**config.mk**
```make
export PLATFORM = sky130hd
export DESIGN_NAME = pio_led_blink
export DESIGN_NICKNAME = d
export VERILOG_FILES = /design/src/rtl/pio_led_blink.sv
export SDC_FILE = /design/constraint.sdc
export NUM_CORES = 1
export LEC_CHECK = 0
export CORE_UTILIZATION = 54
export DETAILED_ROUTE_END_ITERATION = 6
export PLACE_DENSITY = 0.8
export SETUP_SLACK_MARGIN = 0.05
export SYNTH_ARGS = -nofsm -noshare
export SYNTH_HDL_FRONTEND = slang
export SYNTH_SLANG_ARGS = --single-unit
```
**constraint.sdc**
```tcl
create_clock -name clk -period 2.35 [get_ports clk]
set_input_delay 0.235 -clock clk [delete_from_list [all_inputs] [get_ports clk]]
set_output_delay 0.235 -clock clk [all_outputs]
set_load 0.005 [all_outputs]
```
**src/rtl/pio_led_blink.sv**
```systemverilog
// pio_led_blink: Avalon-MM output PIO for an LED bank with readback,
// atomic set/clear and a shared-phase hardware blink engine.
module pio_led_blink #(
   parameter int unsigned      WIDTH       = 9,
   parameter int unsigned      DIV_W       = 24,
   parameter int unsigned      DIV_DEFAULT = 12499999,
   parameter logic [WIDTH-1:0] RESET_VALUE = '0
) (
   input  logic             clk,
   input  logic             reset_n,
   input  logic             chipselect,
   input  logic [2:0]       address,
   input  logic             write_n,
   input  logic             read_n,
   input  logic [31:0]      writedata,
   output logic [31:0]      readdata,
   output logic [WIDTH-1:0] out_port
);

   localparam logic [2:0] ADDR_DATA     = 3'd0;
   localparam logic [2:0] ADDR_BLINK_EN = 3'd1;
   localparam logic [2:0] ADDR_DIVIDER  = 3'd2;
   localparam logic [2:0] ADDR_SET      = 3'd3;
   localparam logic [2:0] ADDR_CLR      = 3'd4;
   localparam logic [2:0] ADDR_STATUS   = 3'd5;

   localparam logic [DIV_W-1:0] DIV_RESET = DIV_W'(DIV_DEFAULT);

   logic             wr_en;
   logic             rd_en;
   logic             div_wr;
   logic [WIDTH-1:0] wd_bits;
   logic [DIV_W-1:0] wd_div;

   logic [WIDTH-1:0] data_q;
   logic [WIDTH-1:0] blink_en_q;
   logic [DIV_W-1:0] divider_q;
   logic [DIV_W-1:0] cnt_q;
   logic             phase_q;
   logic [31:0]      rd_mux;

   // Upper writedata bits are architecturally ignored for narrow configurations.
   logic unused_writedata;
   assign unused_writedata = ^writedata;

   // Bus strobe decode; a write and a read may coincide in one cycle.
   assign wr_en   = chipselect & ~write_n;
   assign rd_en   = chipselect & ~read_n;
   assign div_wr  = wr_en && (address == ADDR_DIVIDER);
   assign wd_bits = writedata[WIDTH-1:0];
   assign wd_div  = writedata[DIV_W-1:0];

   // Control registers: DATA (with atomic set/clear), BLINK_EN, DIVIDER.
   always_ff @(posedge clk or negedge reset_n) begin
      if (!reset_n) begin
         data_q     <= RESET_VALUE;
         blink_en_q <= '0;
         divider_q  <= DIV_RESET;
      end else if (wr_en) begin
         case (address)
            ADDR_DATA:     data_q     <= wd_bits;
            ADDR_BLINK_EN: blink_en_q <= wd_bits;
            ADDR_DIVIDER:  divider_q  <= wd_div;
            ADDR_SET:      data_q     <= data_q | wd_bits;
            ADDR_CLR:      data_q     <= data_q & ~wd_bits;
            default:       ;
         endcase
      end
   end

   // Free-running half-period down-counter; a DIVIDER write restarts it in the on phase.
   always_ff @(posedge clk or negedge reset_n) begin
      if (!reset_n) begin
         cnt_q   <= DIV_RESET;
         phase_q <= 1'b1;
      end else if (div_wr) begin
         cnt_q   <= wd_div;
         phase_q <= 1'b1;
      end else if (cnt_q == '0) begin
         cnt_q   <= divider_q;
         phase_q <= ~phase_q;
      end else begin
         cnt_q   <= cnt_q - DIV_W'(1);
      end
   end

   // Readback selection from pre-write register values.
   always_comb begin
      rd_mux = '0;
      case (address)
         ADDR_DATA:     rd_mux = 32'(data_q);
         ADDR_BLINK_EN: rd_mux = 32'(blink_en_q);
         ADDR_DIVIDER:  rd_mux = 32'(divider_q);
         ADDR_STATUS:   rd_mux = 32'({cnt_q, phase_q});
         default:       rd_mux = '0;
      endcase
   end

   // One-cycle read latency; readdata holds between reads.
   always_ff @(posedge clk or negedge reset_n) begin
      if (!reset_n) begin
         readdata <= '0;
      end else if (rd_en) begin
         readdata <= rd_mux;
      end
   end

   // LED drive: blinking bits are gated by the shared phase.
   always_ff @(posedge clk or negedge reset_n) begin
      if (!reset_n) begin
         out_port <= RESET_VALUE;
      end else begin
         out_port <= data_q & (~blink_en_q | {WIDTH{phase_q}});
      end
   end

endmodule
```
==> impl_results.md, run 1 <==
- Status: complete, no violations
- Post-Synth XOR/XNOR Area: under 10%
- Row count: 35
- Clk_lat worst skew: 0.37 ns
- Initial antenna violation count: 0
- Max frequency: 471 MHz
- N_diodes: 0
- Leak: 2.56 nW
- CTS tree: done
- Post-synth top area share: 33.2%
- CTS buffer count: 9
- Syn Inst Count: 528
- Vias in the first global route: 3981
- Crit Path Max Fanout: 11
- Number of synthesized flops with an enable pin: 0
- Tot GR Track Use: 25.9%
- Clock-pin slew on the worst setup and hold paths: 0.10 ns
- Setup TNS: 0 ns
- Die Ht: roughly 99 µm
- WL/cell: 16.9 µm
- I/O pin count: just over 80
- Max transition margin: roughly half
- Hold Path Class: input port to async pin
- P&R area growth vs syn: 18.8%
- Synth cell types: 57
- Drc violations: 0
- DRT iter0 DRCs: between 300 and 400
- Cell taking the most area after synthesis: dfrtp_1
- Period utilisation layout: between 90% and 100%
- Async SR Flop Fraction: 100%
- First-pass DRT Iterations: 5
- Seq/Total Area, Yosys: 50.1%
- Hold_ws: 0.304 ns
- Worst setup SP type: register
- Vias per std cell: 6.04
- Critical Path AT: 2.40 ns
- Top cells by area, synth: dfrtp_1 33%, dfstp_2 17%, nand2_1 7.5%
- Data required, critical path: 2.62 ns
- Slew Limit Fails: 0
- Starting Density: approximately 56%
- Fraction of the mapped netlist area in compound gates: 19.9%
- Antenna-violating nets left: 0
- Clk buf depth: 2
- CTS root buf: clkbuf_8
- Final nets: between 600 and 700
- Layout cell share with drive strength beyond 1: 15.9%
- Max-Cap Viols: 0
- CTS sink count: 101
- Tmin final: 2.12 ns
- Fin cells: 707
- Die area: between 9000 and 10000 µm²
- Final WL: about 12000 µm
- Worst vdd ir: ~410 µV
- Worst slew pin tran: about 0.75 ns
- Final Hold Viols: 0
- Synthesized area per cell: 9.70 µm²
- First-pass GRT wire length: 20100 µm
- Final RePlAce weighted congestion: 0.880
- Crit Path Class: register to register
- Main synth FF type: dfrtp_1
- Post-CTS Setup Bufs: 0
- Core ar.: 9200 µm²
- Placed cells: a little under 700
- GRT Residual Overflow: 0
- Die width: 99.4 µm
- Port Buffers: 65
- Power, Total: 0.00514 W
- Post-synthesis mux area share: 4.13%
- Setup violations, final: 0
- H-tree Lvls: 3
- Pwr dens: 844 nW/µm²
- Largest family of logic cells by synthesized area: compound AO/OA/AOI/OAI gates
- Vias post-DR: 4270
- CP Capture Type: register
- Pin count of the biggest net entering global routing: 54
- RSZ-0062 raised after global routing: false
- Mapped Area: between 5000 and 6000 µm²
- Ys Warns: 0
- DP HPWL: 8520 µm
- Seq cells post-synth: 101
- Setup Skew: between 0.01 and 0.015 ns
- Synth Area in Adders: less than 1%
- Synth Area in Simple Gates: 17.4%
## registers in the layout, indices dropped and copies added (netlist names)
signal / flops
cnt_q: 24
divider_q: 24
blink_en_q: 9
phase_q: 1
readdata: 25
out_port: 9
data_q: 9
## where the power goes
group / leakage [nW] / switching, W / total (W) / internal (W)
clock network: 0.0881 / 0.000651 / 0.00105 / 0.000400
logic: 1.27 / 0.000647 / 0.00136 / 0.000716
registers: 1.20 / 0.000461 / 0.00272 / 0.00226
## worst paths after layout
kind / to / slack, ns / cells after the start / startpoint
hold / removal: readdata[19]$_DFFE_PN0P_ / 0.30 / 2 / reset_n
setup reg to reg: cnt_q[6]$_DFF_PN0_ / 0.23 / 6 / cnt_q[8]$_DFF_PN0_
setup / recovery: cnt_q[6]$_DFF_PN0_ / 0.23 / 6 / cnt_q[8]$_DFF_PN0_
min in group clk: divider_q[17]$_DFFE_PN1P_ / 0.37 / 3 / writedata[17]
hold reg to reg: divider_q[13]$_DFFE_PN1P_ / 0.47 / 2 / divider_q[13]$_DFFE_PN1P_
max in group asynchronous: divider_q[4]$_DFFE_PN1P_ / 1.40 / 3 / reset_n
## metal layers
metal	GRT usage, %	share of wire, %	routed length, µm	vias up
li1	-	-	-	1994
met3	3.72	5.6	667	21
met1	39.8	47	5610	2088
met2	38.2	46	5480	167
met5	0	0	0	-
met4	7.81	1.5	178	0
## synth_stat cells (all sizes together) (5+ instances only)
cell type  count
mux2i         11
a21boi         9
nand3          7
dfstp         33
inv           13
dfrtp         68
nor3          20
nor2          22
nor2b          5
a22o          18
buf           24
mux2           9
clkbuf        18
a222oi         9
nor4           7
o21ai         71
a22oi         19
xnor2         10
nand2        102
## through the flow
step | util (%) | area [µm²] | worst slack, ns
3_5_place_dp | 64.1 | 5900 | 0.0627
3_3_place_gp | 64.1 | 5900 | 0.151
2_1_floorplan | - | 5140 | 0.453
6_report | 66.2 | 6090 | 0.229
5_1_grt | 66.2 | 6090 | 0.0913
4_1_cts | 66.2 | 6090 | 0.174
## worst max-delay path: stages, from the launching register on
cell	delay [ns]
dfrtp_1	0.47
nor4_4	0.47
nand4_4	0.21
or2_1	0.35
buf_4	0.22
mux2i_1	0.12
o21ai_0	0.19
## cells by family after synthesis
logic type               after synthesis
AND/OR/NAND/NOR                      184
AO/OA/AOI/OAI                        151
flip-flops                           101
buffers and inverters                 55
multiplexers                          20
XOR/XNOR                              14
adder cells (fa/ha/maj)                2
other                                  1
## layout make-up
type,instances,area (µm²)
clock buffers,9,124
well taps,111,139
fillers,724,3110
inverters,13,48.8
flip-flops and latches,101,2570
multi-input cells,378,2300
repair buffers,88,848
clock inverters,7,57.6
## timing repair
item | in CTS | in global routing
gates resized for setup | 0 | 0
hold buffers | 1 | 0
hold endpoints to repair | 17 | 0
setup endpoints to repair | 0 | 2
## cell usage in the layout, fill, tap and decap left out, types with 3 or more instances in the layout
cell type        synthesis  layout
a21boi_0                 9       9
a21oi_1                  4       4
a222oi_1                 9       9
a22o_1                  18      18
a22oi_1                 19      19
a31oi_1                  3       3
buf_4                    8      21
clkbuf_8                 0       9
clkdlybuf4s50_1          0      64
conb_1                   1       7
dfrtp_1                 68      68
dfstp_2                 33      33
inv_1                   13      13
mux2_2                   9       9
mux2i_1                 11      11
nand2_1                102     102
nand2b_1                 4       4
nand3_1                  6       6
nor2_1                  21      20
nor2b_1                  5       5
nor3_1                  19      19
nor4_1                   4       4
o21a_1                   4       4
o21ai_0                 69      69
xnor2_1                 10      10
xor2_1                   4       4
No activity file was read; power rests on OpenSTA's default activity.
==> run 2: changes to the inputs <==
--- a/config.mk
+++ b/config.mk
@@ -5,9 +5,12 @@
 export SDC_FILE = /design/constraint.sdc
 export NUM_CORES = 1
 export LEC_CHECK = 0
+export ABC_CLOCK_PERIOD_IN_PS = 2350
+export CAP_MARGIN = 15
 export CORE_UTILIZATION = 54
 export DETAILED_ROUTE_END_ITERATION = 6
 export PLACE_DENSITY = 0.8
+export REMOVE_ABC_BUFFERS = 1
 export SETUP_SLACK_MARGIN = 0.05
 export SYNTH_ARGS = -nofsm -noshare
 export SYNTH_HDL_FRONTEND = slang
==> impl_results.md, run 2 (synthesis results as in run 1) <==
- Status: complete, no violations
- RSZ-0062 raised after global routing: false
- Vias post-DR: ~4200
- Max transition margin: between 40% and 50%
- CTS tree: done
- Crit-path slowest cell: dfstp_2
- Period utilisation layout: 89.4%
- Flop pwr share: 53.2%
- Pin count of the biggest net entering global routing: 102
- Fin cells: 708
- Hold_ws: 0.373 ns
- Clock-pin slew on the worst setup and hold paths: ~0.1 ns
- Critical Path Max Stage Delay: 0.60 ns
- Setup Skew: just over 0.009 ns
- Clk_lat worst skew: approximately 0.38 ns
- Max frequency: between 400 and 500 MHz
- Tmin final: 2.10 ns
- Worst vdd ir: 390 µV
- First-pass GRT wire length: 20500 µm
- Die Ht: between 90 and 100 µm
- Vias per std cell: 5.95
- Most common cell on crit path: o21ai_0
- CP Capture Type: register
- Post-CTS Setup Bufs: 0
- Placed cells: 691
- Commonest non-fill, non-tap cell in the layout: nand2_1
- Row count: 35
- Layout cell share with drive strength beyond 1: 16.1%
- Worst slew pin tran: about 0.86 ns
- Largest register FFs: 25
- GRT Residual Overflow: 0
- Setup TNS: 0 ns
- I/O pin count: 81
- Clk buf depth: 2
- Slew Limit Fails: 0
- Finished Cell Area: 6090 µm²
- Sw Share: 32.9%
- Most frequent cells in the layout: 102 x nand2_1, 69 x o21ai_0, 68 x dfrtp_1, 64 x clkdlybuf4s50_1, 33 x dfstp_2
- Port Buffers: 65
- Die area: 9880 µm²
- Power, Total: 0.00513 W
- Biggest register: readdata
- Core ar.: between 9000 and 10000 µm²
- CTS sink count: 101
- Internal Dissipation: 0.00344 W
- Worst setup SP type: register
- Pwr dens: between 800 and 900 nW/µm²
- Crit Path Max Fanout: 11
- Hold Path Class: input port to register
- Final RePlAce weighted congestion: 0.847
- WL/cell: 16.7 µm
- CTS buffer count: 9
- DP HPWL: 8320 µm
- First-pass DRT Iterations: 5
- Starting Density: a little under three fifths
- Leak: 2.57 nW
- Combinational power share: 26.3%
- Initial antenna violation count: 0
- Largest regs: readdata x25, cnt_q x24, divider_q x24
- DRT iter0 DRCs: 274
- H-tree Lvls: 3
- P&R area growth vs syn: 19.0%
- Final WL: between 10000 and 15000 µm
- Final Hold Viols: 0
- Data required, critical path: between 2 and 3 ns
- N_diodes: 0
- Drc violations: 0
- Tot GR Track Use: 26.3%
- Max-Cap Viols: 0
- Switching Power: 0.00169 W
- Setup violations, final: 0
- Cell Chain, Critical Path: inv_1, ha_1, nor4b_2, nand3_2, or2_1, buf_4, o21ai_0, o21ai_0
- Clock share of power: roughly 21%
- Antenna-violating nets left: 0
- CTS root buf: clkbuf_8
- Critical Path AT: 2.39 ns
- Dpl cell area: 5890 µm²
- Die width: around 100 µm
- Final nets: 634
- Vias in the first global route: 4235
- Crit Path Class: register to register
==> run 2: repair_timing <==
item / CTS / global route
hold buffers: 1 / 0
setup endpoints to repair: 0 / 2
gates resized for setup: 0 / 1
hold endpoints to repair: 68 / 0
==> run 2: worst paths after layout <==
check / start / end / slack, ns / cells past startpoint
setup / recovery: cnt_q[0]$_DFF_PN1_ / cnt_q[12]$_DFF_PN1_ / 0.25 / 8
hold / removal: writedata[11] / divider_q[11]$_DFFE_PN1P_ / 0.37 / 3
setup reg to reg: cnt_q[0]$_DFF_PN1_ / cnt_q[12]$_DFF_PN1_ / 0.25 / 8
hold reg to reg: divider_q[21]$_DFFE_PN1P_ / divider_q[21]$_DFFE_PN1P_ / 0.47 / 2
max in group asynchronous: reset_n / divider_q[1]$_DFFE_PN1P_ / 1.48 / 3
min in group asynchronous: reset_n / readdata[18]$_DFFE_PN0P_ / 0.43 / 3
==> run 2: metal layers <==
layer,share of wire (%),wire length (µm),GRT usage (%)
met2,50,5890,44.6
met5,0,0,0
met3,5.4,644,5.27
met1,43,5150,34.0
met4,1.5,178,8.60
==> run 2: power by group through the flow <==
stage | sequential (W) | combinational (W) | clock [W]
5_1_grt | 0.00279 | 0.00152 | 0.00115
3_3_place_gp | 0.00272 | 0.00130 | 0
4_1_cts | 0.00272 | 0.00136 | 0.00108
6_report | 0.00273 | 0.00135 | 0.00105
2_1_floorplan | 0.00263 | 0.000825 | 0
3_5_place_dp | 0.00275 | 0.00135 | 0
==> run 2: worst max-delay path: cells and delay by family, from the launching register on <==
kind            cells  cell delay, ns
simple gates        3            0.55
compound gates      2            0.34
buf+inv             2            0.33
fa+ha+maj           1            0.19
flops               1            0.60
==> run 2: through the flow <==
stage	util [%]	worst slack (ns)
final	66.3	0.249
after global placement	64.1	0.188
after detailed placement	64.1	0.0146
after CTS	66.2	0.257
after floorplan	-	0.311
after global routing	66.3	0.0813
==> run 2: area by class of cell <==
class	count	area, µm²
fillers	776	3100
flip-flops and latches	101	2570
multi-input cells	378	2310
repair buffers	89	843
clock buffers	12	155
well taps	111	139
inverters	13	48.8
clock inverters	4	31.3
==> run 3: changes to the inputs <==
--- a/config.mk
+++ b/config.mk
@@ -15,3 +15,4 @@
 export SYNTH_ARGS = -nofsm -noshare
 export SYNTH_HDL_FRONTEND = slang
 export SYNTH_SLANG_ARGS = --single-unit
+export TNS_END_PERCENT = 1
==> results of run 3 <==
Same layout as run 2: the final DEF is identical, and so are final timing and power.
